--- src/rtl/univ_reg_if.sv ---
// Control/data bundle for univ_reg: the master drives mode, data and serial input,
// and the slave (the register) returns its contents and status flags.
interface univ_reg_if #(
   parameter int unsigned WIDTH = 8
);
   logic             en;
   logic [2:0]       mode;
   logic [WIDTH-1:0] d;
   logic             sin;
   logic [WIDTH-1:0] q;
   logic             sout;
   logic             carry;
   logic             zero;

   modport master (
      output en, mode, d, sin,
      input  q, sout, carry, zero
   );

   modport slave (
      input  en, mode, d, sin,
      output q, sout, carry, zero
   );
endinterface

--- src/rtl/univ_reg.sv ---
// WIDTH-bit universal register: hold, load, logical shift, rotate, increment and
// decrement, with a registered serial-out and wrap/borrow flag and a live zero flag.
module univ_reg #(
   parameter int unsigned          WIDTH     = 8,
   parameter logic [WIDTH-1:0]     RESET_VAL = '0
) (
   input  logic          clk,
   input  logic          reset,
   univ_reg_if.slave     bus
);

   typedef enum logic [2:0] {
      MODE_HOLD = 3'b000,
      MODE_LOAD = 3'b001,
      MODE_SHL  = 3'b010,
      MODE_SHR  = 3'b011,
      MODE_ROL  = 3'b100,
      MODE_ROR  = 3'b101,
      MODE_INC  = 3'b110,
      MODE_DEC  = 3'b111
   } mode_e;

   generate
      if (WIDTH < 2) begin : g_width_check
         $error("univ_reg: WIDTH must be >= 2");
      end
   endgenerate

   mode_e            op;
   logic [WIDTH-1:0] q_q, q_d;
   logic             sout_q, sout_d;
   logic             carry_q, carry_d;

   assign op = mode_e'(bus.mode);

   always_comb begin
      q_d     = q_q;
      sout_d  = sout_q;
      carry_d = carry_q;
      if (bus.en) begin
         unique case (op)
            MODE_HOLD: begin
            end
            MODE_LOAD: begin
               q_d     = bus.d;
               carry_d = 1'b0;
            end
            MODE_SHL: begin
               q_d     = {q_q[WIDTH-2:0], bus.sin};
               sout_d  = q_q[WIDTH-1];
               carry_d = 1'b0;
            end
            MODE_SHR: begin
               q_d     = {bus.sin, q_q[WIDTH-1:1]};
               sout_d  = q_q[0];
               carry_d = 1'b0;
            end
            MODE_ROL: begin
               q_d     = {q_q[WIDTH-2:0], q_q[WIDTH-1]};
               sout_d  = q_q[WIDTH-1];
               carry_d = 1'b0;
            end
            MODE_ROR: begin
               q_d     = {q_q[0], q_q[WIDTH-1:1]};
               sout_d  = q_q[0];
               carry_d = 1'b0;
            end
            MODE_INC: begin
               q_d     = q_q + WIDTH'(1);
               carry_d = &q_q;
            end
            MODE_DEC: begin
               q_d     = q_q - WIDTH'(1);
               carry_d = ~|q_q;
            end
            default: begin
            end
         endcase
      end
   end

   always_ff @(posedge clk) begin
      if (reset) begin
         q_q     <= RESET_VAL;
         sout_q  <= 1'b0;
         carry_q <= 1'b0;
      end else begin
         q_q     <= q_d;
         sout_q  <= sout_d;
         carry_q <= carry_d;
      end
   end

   assign bus.q     = q_q;
   assign bus.sout  = sout_q;
   assign bus.carry = carry_q;
   assign bus.zero  = (q_q == '0);

endmodule

--- src/flat_wrapper.sv ---
// flat-port wrapper written by rule: the top's interface ports become plain ports
module univ_reg_flat 
#(
   parameter int unsigned          WIDTH     = 8,
   parameter logic [WIDTH-1:0]     RESET_VAL = '0
)
  (clk, reset, bus_en, bus_mode, bus_d, bus_sin, bus_q, bus_sout, bus_carry, bus_zero);
  univ_reg_if #(.WIDTH(WIDTH)) bus_i ();
  input  logic clk;
  input  logic reset;
  input wire logic [$bits(bus_i.en)-1:0] bus_en;
  input wire logic [$bits(bus_i.mode)-1:0] bus_mode;
  input wire logic [$bits(bus_i.d)-1:0] bus_d;
  input wire logic [$bits(bus_i.sin)-1:0] bus_sin;
  output wire logic [$bits(bus_i.q)-1:0] bus_q;
  output wire logic [$bits(bus_i.sout)-1:0] bus_sout;
  output wire logic [$bits(bus_i.carry)-1:0] bus_carry;
  output wire logic [$bits(bus_i.zero)-1:0] bus_zero;
  assign bus_i.en = bus_en;
  assign bus_i.mode = bus_mode;
  assign bus_i.d = bus_d;
  assign bus_i.sin = bus_sin;
  assign bus_q = bus_i.q;
  assign bus_sout = bus_i.sout;
  assign bus_carry = bus_i.carry;
  assign bus_zero = bus_i.zero;
  univ_reg #(.WIDTH(WIDTH), .RESET_VAL(RESET_VAL)) u_core (.clk(clk), .reset(reset), .bus(bus_i));
endmodule
--- config.mk ---
export PLATFORM = sky130hd
export DESIGN_NAME = univ_reg_flat
export DESIGN_NICKNAME = d
export VERILOG_FILES = /design/src/rtl/univ_reg_if.sv /design/src/rtl/univ_reg.sv /design/src/flat_wrapper.sv
export SDC_FILE = /design/constraint.sdc
export NUM_CORES = 1
export LEC_CHECK = 0
export CAP_MARGIN = 20
export CORE_ASPECT_RATIO = 0.6
export CORE_UTILIZATION = 35
export DETAILED_ROUTE_END_ITERATION = 7
export PLACE_DENSITY = 0.66
export REMOVE_ABC_BUFFERS = 1
export SLEW_MARGIN = 40
export SYNTH_ARGS = -nofsm -noshare
export SYNTH_HDL_FRONTEND = slang
export SYNTH_SLANG_ARGS = --single-unit
--- constraint.sdc ---
create_clock -name clk -period 5.55 [get_ports clk]
set_input_delay 1.11 -clock clk [delete_from_list [all_inputs] [get_ports clk]]
set_output_delay 1.11 -clock clk [all_outputs]
set_load 0.005 [all_outputs]
==> results.md <==
- Root Driver: clkbuf_8
- Die area: around 3600 um2
- Status: complete, no violations
- Maximum VDD drop: 0.119 mV
- CTS tree: built
- GR peak layer: met2
- Clock transition at path regs: about 0.05 ns
- Hpwl dp: around 2500 um
- First-pass GRT wire length: 5620 um
- DRT Pass-1 Iters: 4
- Routed wire length: 3460 um
- Area leader, netlist: dfxtp_1
- Syn. warnings: 0
- Worst Path Required: 4.44 ns
- CP Cell Sequence: nor4_4, and3_2, clkdlybuf4s50_1
- H-Tree Depth: 1
- Startpoint class of the critical path: flop
- Initial antenna violation count: 0
- # port buffers: 25
- Internal power: 188 uW
- Final min period: 2.97 ns
- Number of setup violations in the final report: 0
- Post-synth top area share: 16.9%
- Yosys reg bits: 10
- Mapped Area: between 1000 and 1500 um2
- Ys async rst share: 0%
- Gr ovfl total: 0
- Number of nets in the layout: 175
- Worst hold slack: 0.490 ns
- Number of synthesized flops with an enable pin: 0
- Row count: 15
- Switch Pwr: 94.7 uW
- ANT nets after route: 0
- Hold buffers post-CTS: 0
- Fillers: approximately 310
- # IOs: 26
- Postcts setup bufs: 0
- P_leak: 0.488 nW
- Reg2Reg Setup Slack: 3.63 ns
- Pin count of the biggest net entering global routing: 24
- Slew @ Worst Pin: 0.512 ns
- Setup TNS: 0 ns
- Clk_lat worst skew: approximately 0.24 ns
- Vias in the first global route: 1,156
- Cell variety after synth: 60
- CP Class: flop to output port
- Max_cap viols: 0
- Global-route usage over all layers: approximately a fifth
- Vias/cell: ~6.3
- PD cells: 203 nW/um2
- Max incr delay on CP: about 0.5 ns
- Sink Count: 10
- DR vias: 1,266
- Sw frac: roughly 33%
- Sequential power share: 32.6%
- Layout cells sized above 1: between 10% and 20%
- Area contributors post-synth: dfxtp_1 17%, buf_6 7.6%, mux2i_1 5.1%
- Syn Inst Count: 143
- Area delta synth->final: 18.0%
- CP endpoint kind: output port
- Slew margin rel.: 65.8%
- Ys flop type: dfxtp_1
- Syn Area/Cell: 8.27 um2
- Most frequent cell after synthesis: dfxtp_1
- # diodes: 0
- Crit-path slowest cell: clkdlybuf4s50_1
- Clk buf depth: 2
- Fmax: 337 MHz
- Initial Utilization: 38.9%
- # DRC: 0
- Met3 Resource Use GR: 6.21%
- Comb pwr share: between 30 and 40%
- Final Hold Viols: 0
- Final Slew Violations: 0
- GPL Wtd Cong: about 0.91
- Crit path arrival time: 1.86 ns
- Worst-path fanout max: 10
- Final Skew: 0.00174 ns
- Hold Path Class: flop to flop
- Iter 0 DRT Violations: 97
- DIE WIDTH: 77.0 um
- Core box area: 3040 um2
- Most frequent cells after synthesis: 10 x dfxtp_1, 9 x nor2_1, 8 x buf_6, 8 x inv_1
- Sequential-to-total area share from yosys stat: 16.9%
- Grt met1 use: 27.5%
- Number of buffers created by CTS: 3
- Clock power share: around 34%
- RSZ-0062 raised after global routing: false
- PostCTS Resize Cnt: 0
- GR Util met2: 32.3%
- Fin crit share: 53.5%
- DR WL/cell: about 17 um
- Die height: 47.0 um
routing by layer:
metal	vias to the layer above	part of all wire [%]
met5	-	0
met4	0	0.72
met3	4	11
met2	78	41
met1	602	48
li1	582	-
final cells by class:
| type | count | area, um2 | share of cell area, % |
|---|---|---|---|
| Inverter | 9 | 33.8 | 2.42 |
| Timing Repair Buffer | 25 | 235 | 16.9 |
| Multi-Input combinational cell | 110 | 818 | 58.7 |
| Tap cell | 42 | 52.6 | 3.77 |
| Sequential cell | 10 | 200 | 14.3 |
| Clock buffer | 4 | 55.1 | 3.95 |
kinds of logic after synthesis:
family,Yosys count,share of synthesized area (%)
AND/OR/NAND/NOR,57,30.2
adder cells (fa/ha/maj),1,1.06
buffers and inverters,23,13.9
AO/OA/AOI/OAI,44,31.4
multiplexers,6,5.08
XOR/XNOR,2,1.48
flip-flops,10,16.9
critical path: cells and delay by family (launching register included):
kind,cells,cell delay [ns]
and+or+nand+nor,2,0.67
DFF,1,0.44
buffers and inverters,1,0.50
through the flow:
| stage | power [mW] | area, um2 | utilization (%) | setup WS [ns] | instances |
|---|---|---|---|---|---|
| after floorplan | 0.140 | 1050 | - | 3.16 | 129 |
| after global placement | 0.186 | 1360 | 44.6 | 1.80 | 196 |
| after detailed placement | 0.187 | 1350 | 44.4 | 1.81 | 196 |
| after CTS | 0.286 | 1410 | 46.2 | 2.07 | 200 |
| after global routing | 0.298 | 1400 | 45.9 | 2.51 | 200 |
| final | 0.283 | 1400 | 45.9 | 2.58 | 200 |
power by group through the flow:
stage / Combinational, mW / Sequential, mW / Clock, mW
finish: 0.0946 / 0.0923 / 0.0962
global route: 0.102 / 0.0937 / 0.102
CTS: 0.0942 / 0.0919 / 0.0996
detailed placement: 0.0936 / 0.0935 / 0
global placement: 0.0927 / 0.0928 / 0
floorplan: 0.0507 / 0.0896 / 0
state kept, by name (all words and copies together), names as in the netlist:
register / count
u_core.bus.q: 8
u_core.bus.carry: 1
u_core.bus.sout: 1
worst paths after layout:
check                                       from  cells past startpoint          endpoint
worst min register to register  u_core.bus.carry                      2  u_core.bus.carry
worst max register to register   u_core.bus.q[1]                      6   u_core.bus.q[6]
worst max-delay path             u_core.bus.q[4]                      3          bus_zero
worst min-delay path            u_core.bus.carry                      2  u_core.bus.carry
cell usage in the layout (no fill, tap or decap), types with 2 or more instances in the layout:
cell type / n
nor3_1: 5
clkbuf_8: 4
dfxtp_1: 10
mux2i_1: 6
nand2b_1: 7
nor2_1: 9
clkdlybuf4s50_1: 22
nand4_1: 2
and3_1: 2
o221a_1: 2
a31oi_1: 5
a2111oi_0: 2
o32ai_1: 3
nor4_1: 2
nor2b_1: 4
buf_2: 3
o21ai_0: 2
inv_1: 8
o2111ai_1: 2
a21oi_1: 7
a211oi_1: 4
nand2_1: 6
o31ai_1: 2
nand3_1: 5
No activity file was read; power rests on OpenSTA's default activity.
